`src/rtl/clk_divider_prog.sv`:
```
// Programmable clock divider: square-wave clock_out plus a one-cycle tick per period.
// Latency: clock_out/tick are registered and lag the count they decode by one cycle.
// Backpressure: div_ready drops while a divisor is pending and rises at the period switch.
module clk_divider_prog #(
  parameter int WIDTH       = 28,
  parameter int DEFAULT_DIV = 50000000
) (
  input  logic             clock_in,
  input  logic             reset_n,
  input  logic             en,
  input  logic             sync_clr,
  input  logic [WIDTH-1:0] div_in,
  input  logic             div_valid,
  output logic             div_ready,
  output logic             clock_out,
  output logic             tick,
  output logic [WIDTH-1:0] div_act,
  output logic [WIDTH-1:0] count
);

  localparam logic [WIDTH-1:0] DEF_DIV = WIDTH'(DEFAULT_DIV);
  localparam logic [WIDTH-1:0] ONE     = WIDTH'(1);

  logic [WIDTH-1:0] count_q, count_d;
  logic [WIDTH-1:0] div_act_q, div_act_d;
  logic [WIDTH-1:0] shadow_q, shadow_d;
  logic             pend_q, pend_d;
  logic             clock_out_q, clock_out_d;
  logic             tick_q, tick_d;

  logic             accept;
  logic             wrap;
  logic             high_phase;
  logic [WIDTH-1:0] div_in_san;

  // A zero divisor would make the period meaningless, so it is stored as 1.
  assign div_in_san = (div_in == '0) ? ONE : div_in;
  assign accept     = div_valid && !pend_q;
  // >= rather than == so a count left above a freshly shrunk divisor still wraps.
  assign wrap       = en && (count_q >= (div_act_q - ONE));
  assign high_phase = count_q < (div_act_q >> 1);

  // Next-state: shadow/handshake, then counter and output decode in priority order.
  always_comb begin
    count_d     = count_q;
    div_act_d   = div_act_q;
    shadow_d    = shadow_q;
    pend_d      = pend_q;
    clock_out_d = clock_out_q;
    tick_d      = 1'b0;

    // Accept only happens with pend_q=0, so it never collides with the switch below.
    if (accept) begin
      shadow_d = div_in_san;
      pend_d   = 1'b1;
    end

    if (sync_clr) begin
      count_d     = '0;
      clock_out_d = 1'b0;
      if (pend_q) begin
        div_act_d = shadow_q;
        pend_d    = 1'b0;
      end
    end else if (!en) begin
      // Frozen: count and clock_out hold, tick stays low.
    end else if (wrap) begin
      count_d     = '0;
      tick_d      = 1'b1;
      clock_out_d = high_phase;
      if (pend_q) begin
        div_act_d = shadow_q;
        pend_d    = 1'b0;
      end
    end else begin
      count_d     = count_q + ONE;
      clock_out_d = high_phase;
    end
  end

  // State registers; reset restarts the phase and discards any pending divisor.
  always_ff @(posedge clock_in or negedge reset_n) begin
    if (!reset_n) begin
      count_q     <= '0;
      div_act_q   <= DEF_DIV;
      shadow_q    <= '0;
      pend_q      <= 1'b0;
      clock_out_q <= 1'b0;
      tick_q      <= 1'b0;
    end else begin
      count_q     <= count_d;
      div_act_q   <= div_act_d;
      shadow_q    <= shadow_d;
      pend_q      <= pend_d;
      clock_out_q <= clock_out_d;
      tick_q      <= tick_d;
    end
  end

  assign div_ready = !pend_q;
  assign clock_out = clock_out_q;
  assign tick      = tick_q;
  assign div_act   = div_act_q;
  assign count     = count_q;

endmodule

```
`config.mk`:
```
export PLATFORM = sky130hd
export DESIGN_NAME = clk_divider_prog
export DESIGN_NICKNAME = d
export VERILOG_FILES = /design/src/rtl/clk_divider_prog.sv
export SDC_FILE = /design/constraint.sdc
export NUM_CORES = 1
export LEC_CHECK = 0
export CORE_MARGIN = 4
export CORE_UTILIZATION = 49
export CTS_CLUSTER_DIAMETER = 40
export DETAILED_ROUTE_END_ITERATION = 10
export PLACE_DENSITY = 0.81
export SLEW_MARGIN = 20
export SYNTH_ARGS = -nofsm -noshare
export SYNTH_HDL_FRONTEND = slang
export SYNTH_SLANG_ARGS = --single-unit
```
`constraint.sdc`:
```
create_clock -name clock_in -period 4.45 [get_ports clock_in]
set_input_delay 1.1125 -clock clock_in [delete_from_list [all_inputs] [get_ports clock_in]]
set_output_delay 1.1125 -clock clock_in [all_outputs]
set_load 0.01 [all_outputs]
```
-- Yosys cells after proc, flatten, opt, wreduce, memory -nomap -nowiden
Index checks and enable logic that the tools add are counted.
- bits of input ports: 33
- latch bits: 0
- output and inout port bits: 59
- memory bits (read-only): 0
- register bits after elaboration: 87
- memory bits (writable): 0
- memories kept: 0
- magnitude comparators: 2
- divide/modulo/power cells: 0
- $mul: 0
- reduce and logical (&&, ||, !) cells: 7
- eq/ne operators: 0
- bitwise logic cells: 0
- add/subtract/negate cells: 2
- shifts and indexed selects: 0
- multiplexer cells: 18
- operators by type and width (cell ; count):
    28-bit 2-to-1 mux ; 8
    28-bit by 1-bit adder with 28-bit output (second input constant) ; 1
    28-bit greater-or-equal comparator ; 1
    28-bit zero test ; 1
    28-bit by 27-bit < comparator with 1-bit output ; 1
    28-bit by 1-bit subtractor with 28-bit output (second input constant) ; 1
    1-bit 2-to-1 mux ; 10
    2-bit nonzero test ; 2
    1-bit logical AND ; 2
    2-bit AND reduction ; 1
    1-bit zero test ; 1

-- Longest topological paths before layout
- depth after elaboration: 7
- gate-level depth with buffers: 15
- mapped depth without buffers: 13

-- Worst setup path after synthesis
No wires, ideal clock.
- kind: reg-to-reg
- start point: register div_act_q[10], in the netlist div_act[10]
- end point: register div_act_q[10], in the netlist div_act[10]
- library setup time: 64 ps
- path buffers: 2
- cell stages (with the launch flop): 16
- clock period less this slack: 4526 ps
- data required time: 4386 ps
- arrival time: 4461 ps
- slack: -76 ps
- cells stage by stage: dfrtp_1 or4_4 or3_4 or4_4 or3_4 nor3_2 xnor2_1 ha_1 nand4_1 nor3_1 a221oi_1 and2_1 clkbuf_1 nor3b_2 clkbuf_1 a221o_2
- cells in the longest elaborated chain, start to end: 5
- ends and longest elaborated chain (item ; line ; text):
    start, declared ; 25 ; logic [WIDTH-1:0] div_act_q, div_act_d;
    start signal, assigned ; 92 ; div_act_q <= div_act_d;
    28-bit by 1-bit subtractor with 28-bit output ; 40 ; assign wrap = en && (count_q >= (div_act_q - ONE));
    28-bit greater-or-equal comparator ; 40 ;
    1-bit logical AND ; 40 ;
    2-bit nonzero test (no line) ; n/a ;
    2-bit AND reduction (no line) ; n/a ;
Parallel ways exist; a longest one is shown, timed or not. The select of a mux whose other input is x is not followed.
A chain may end at the register's enable or synchronous reset.

-- Final worst setup path
Same ends and word-level chain as after synthesis.

==> reports/results.env <==
UNREPAIRED_SETUP_ENDPOINTS_AFTER_GLOBAL_ROUTING='yes'
SYNTH_WARNINGS=0
GLOBAL_ROUTE.USAGE.MET1_PCT=31.19
CP-END-KIND='flop'
NUMBER_OF_CTS_INSERTED_BUFFERS=9
CTSROOTBUFFERMASTER='sky130_fd_sc_hd__clkbuf_16'
POWER_LEAKAGE_nW=3.269
SYNTH.FF_LATCH_COUNT=87
SYN-INSTANCE-COUNT=551
FINAL_HOLD_VIOL_COUNT=0
PERIOD_SHARE_PCT=98.90
WORST_EP_REQUIRED_TIME_PS=4680
POWER_FRAC_CLOCK_PCT=29.1
GRT_MOST_USED_LAYER='met2'
POSTPLACECELLAREA_MM2=0.006779
FINAL.HOLD.WORST_SLACK_PS=506.3
PEAKVDDDROP_uV=225.3
WORSTSKEWPAIRLATENCY_PS=340
DIEWIDTH_UM=114.7
FINISH.CELL_COUNT_WITHOUT_FILLERS=801
CP_MAX_FO=14
SYNTH.LIB_CELLS_USED.DISTINCT=48
P_SW_SHARE_PCT=32.00
SYN-CELL-AREA_MM2=0.005582
SYNTH_SEQUENTIAL_AREA_RATIO_PCT=39.27
DIODES=0
OUTCOME='complete, no violations'
SYNTH_FLOP_CELL='sky130_fd_sc_hd__dfrtp_1'
DETAIL_ROUTE.WL_PER_CELL_UM=18.85
POSTSYNTH.ASYNCRESETSHARE_PCT=100.0
REMAINING_ANTENNA_VIOLATION_COUNT_AFTER_ROUTING=0
NUM-NETS-FINAL=745
TIMING.FMAX_MHz=227.2
TOTALWIRELENGTH_MM=15.10
MIN_PERIOD_PS=4401
CTS_HTREE_LEVELS=3
VIA_COUNT_OF_THE_FIRST_GLOBAL_ROUTING_PASS=5000
P_SWITCHING_mW=0.9133
HPWLAFTERDP_MM=11.16
GRT_START_MAX_NET_PINS=88
SLEW_HEADROOM_PCT=48.96
MAPPEDNETLISTNETS=640
POWER.COMBINATIONAL.FRACTION_PCT=30.6
DRT_ITER0_DRC=267
GR-USAGE-MET3_PCT=2.632
GRT_REMAINING_OVERFLOW=0
CLK_PIN_SLEW_PS=60
INITIAL_CORE_UTIL_PCT=50.82
NUMBER_OF_ENABLE_TYPE_REGISTER_CELLS_IN_THE_SYNTHESIZED_NETLIST=0
POWER_mW=2.854
GP_CONGESTION=0.8554
DETAILEDROUTE.FIRSTPASSITERATIONCOUNT=5
GRT_PASS1_WL_MM=24.89
CAP_VIOL_MAX_COUNT=0
HP-CLASS='reg2reg'
ROUTE.DETAILED.VIAS_PER_INST=6.055
TIMING.CRITICAL_PATH.ARRIVAL_PS=4630
CTS_MAX_PATH_BUFFERS=2
POWER-PER-CELL-AREA_mW_PER_MM2=395.7
AVGSYNTHCELLAREA_UM2=10.13
PATH_CLASS='reg2reg'
DIE_HEIGHT_UM=114.7
AREAGROWTHSYNTHTOFINISH_PCT=29.23
NUMCLOCKSINKS=87
MAXSLEWVIOLCOUNT=0
GRT_USE_TOTAL_PCT=23.70
TIGHTEST_SLEW_PS=765.7
DIE_AREA_MM2=0.01316
REPORT.FINAL.SETUP_VIOL=0
NUMPORTBUFFERS=91
VIAS=4850
STARTPOINT_TYPE='flop'
GRT_ANTENNA_BEFORE_REPAIR=0
FINALCLOCKSKEW_PS=6.380
CORE_MM2=0.01098
CTSHOLDBUFFERS=0
LAYOUT-DRIVE-GT1-SHARE_PCT=14.52
FINISH.INSTANCE_AREA_MM2=0.007213
CORE.ROWCOUNT=38
FILLCELLCOUNT=875
FLOORPLAN.IO_PINS=92
PLACEDCELLCOUNT=781
SEQ_POWER_SHARE_PCT=40.3
DRC=0
GLOBALROUTEMET2UTIL_PCT=39.89
P_INT_mW=1.941
CTS_TREE='built'
-- worst max-delay path, stage by stage (launching register included) --
cell                      delay (ps)
sky130_fd_sc_hd__dfrtp_1         370
sky130_fd_sc_hd__or4_4           530
sky130_fd_sc_hd__or3_4           340
sky130_fd_sc_hd__or4_4           440
sky130_fd_sc_hd__or3_1           340
sky130_fd_sc_hd__nor3_1          220
sky130_fd_sc_hd__xnor2_1         100
sky130_fd_sc_hd__ha_1            300
sky130_fd_sc_hd__nand4_1         190
sky130_fd_sc_hd__buf_4           210
sky130_fd_sc_hd__nor4_4          290
sky130_fd_sc_hd__o41a_1          190
sky130_fd_sc_hd__buf_4           150
sky130_fd_sc_hd__nor3b_4          50
sky130_fd_sc_hd__buf_12          180
sky130_fd_sc_hd__a221o_2         380
-- Yosys cell counts, drive strengths merged, types with 2 or more instances --
cell / instances / area (um2)
a21o: 15 / 112.6
a21oi: 23 / 115.1
a221o: 28 / 281.5
and2: 33 / 209.0
and3: 4 / 25.02
and4: 4 / 35.03
clkbuf: 23 / 86.33
dfrtp: 75 / 1877
dfstp: 12 / 315.3
ha: 56 / 700.7
inv: 33 / 123.9
mux2: 27 / 304.0
nand2: 22 / 82.58
nand2b: 5 / 31.28
nand3: 13 / 65.06
nand4: 22 / 137.6
nor2: 19 / 71.32
nor2b: 3 / 18.77
nor3: 36 / 185.2
nor4: 15 / 108.9
o211ai: 3 / 22.52
o21ai: 9 / 45.04
o31ai: 2 / 15.01
or3: 3 / 28.78
or4: 2 / 22.52
xnor2: 29 / 254.0
xor2: 20 / 175.2
-- through the flow --
| step | worst slack (ps) | setup TNS, ps | utilization (%) |
|---|---|---|---|
| after floorplan | 15.62 | 0 | - |
| after global placement | -129.3 | -3315 | 61.72 |
| after detailed placement | -267.2 | -7034 | 61.72 |
| after CTS | 31.16 | 0 | 64.97 |
| after global routing | -145.7 | -2685 | 65.68 |
| final | 48.76 | 0 | 65.68 |
-- metal layers --
metal	up-vias	routed length, um
li1	2247	-
met1	2416	6516
met2	159	7482
met3	28	683
met4	0	418
met5	-	0
-- power groups by stage --
stage / sequential, mW / combinational, mW / clock (mW)
finish: 1.15 / 0.875 / 0.829
global route: 1.17 / 0.960 / 0.867
CTS: 1.14 / 0.872 / 0.839
detailed placement: 1.16 / 0.860 / 0
global placement: 1.15 / 0.813 / 0
floorplan: 1.13 / 0.470 / 0
-- worst paths after layout --
check                                                 to  slack, ps                      from  cells after the start
worst max-delay path             div_act[10]$_DFFE_PN0P_         50   div_act[10]$_DFFE_PN0P_                     15
worst min-delay path             div_act[20]$_DFFE_PN1P_        510  shadow_q[20]$_DFFE_PN0P_                      1
worst max register to register   div_act[10]$_DFFE_PN0P_         50   div_act[10]$_DFFE_PN0P_                     15
worst min register to register   div_act[20]$_DFFE_PN1P_        510  shadow_q[20]$_DFFE_PN0P_                      1
max in group asynchronous           count[3]$_DFFE_PN0N_       3110                   reset_n                      1
min in group asynchronous       shadow_q[24]$_DFFE_PN0P_        820                   reset_n                      1
-- layout make-up --
class,instances,area (um2),share of cell area [%]
clock buffer,12,246.5,3.417
clock inverter,4,77.57,1.075
inverter,33,123.9,1.717
multi-input combinational,409,3248,45.03
sequential,87,2192,30.39
tap,140,175.2,2.428
timing repair buffer,116,1150,15.94
-- flip-flops by register name, summed over array words and instances (netlist names) --
signal / cells
clock_out: 1
count: 28
div_act: 28
pend_q: 1
shadow_q: 28
tick: 1
-- cells by family after synthesis --
family | Yosys count | synth area share (%)
mux | 27 | 5.447
flops | 87 | 39.27
simple gates | 183 | 18.67
buf+inv | 56 | 3.766
xor+xnor | 49 | 7.689
compound gates | 93 | 12.60
fa+ha+maj | 56 | 12.55
-- repair_timing --
action                                  CTS  global route
gates cloned                              1             0
gates resized for setup                   2             5
setup buffers                             1             3
endpoints found under the setup margin   28            46
pin swaps                                 0             1
-- layout by cell type, fill, tap and decap left out, drive strengths merged, types with 3 or more instances in the layout --
| cell type | count |
|---|---|
| buf | 26 |
| nor3 | 36 |
| or3 | 3 |
| dfstp | 12 |
| clkdlybuf4s50 | 90 |
| ha | 56 |
| a221o | 28 |
| a21o | 15 |
| nand2b | 5 |
| xor2 | 20 |
| a21oi | 23 |
| mux2 | 27 |
| inv | 34 |
| and4 | 4 |
| o211ai | 3 |
| xnor2 | 29 |
| and3 | 4 |
| nand4 | 22 |
| nand2 | 22 |
| nand3 | 13 |
| o21ai | 9 |
| nor4 | 15 |
| nor2b | 3 |
| nor2 | 19 |
| clkbuf | 12 |
| and2 | 33 |
| dfrtp | 75 |
(Power assumes the default switching activity.)
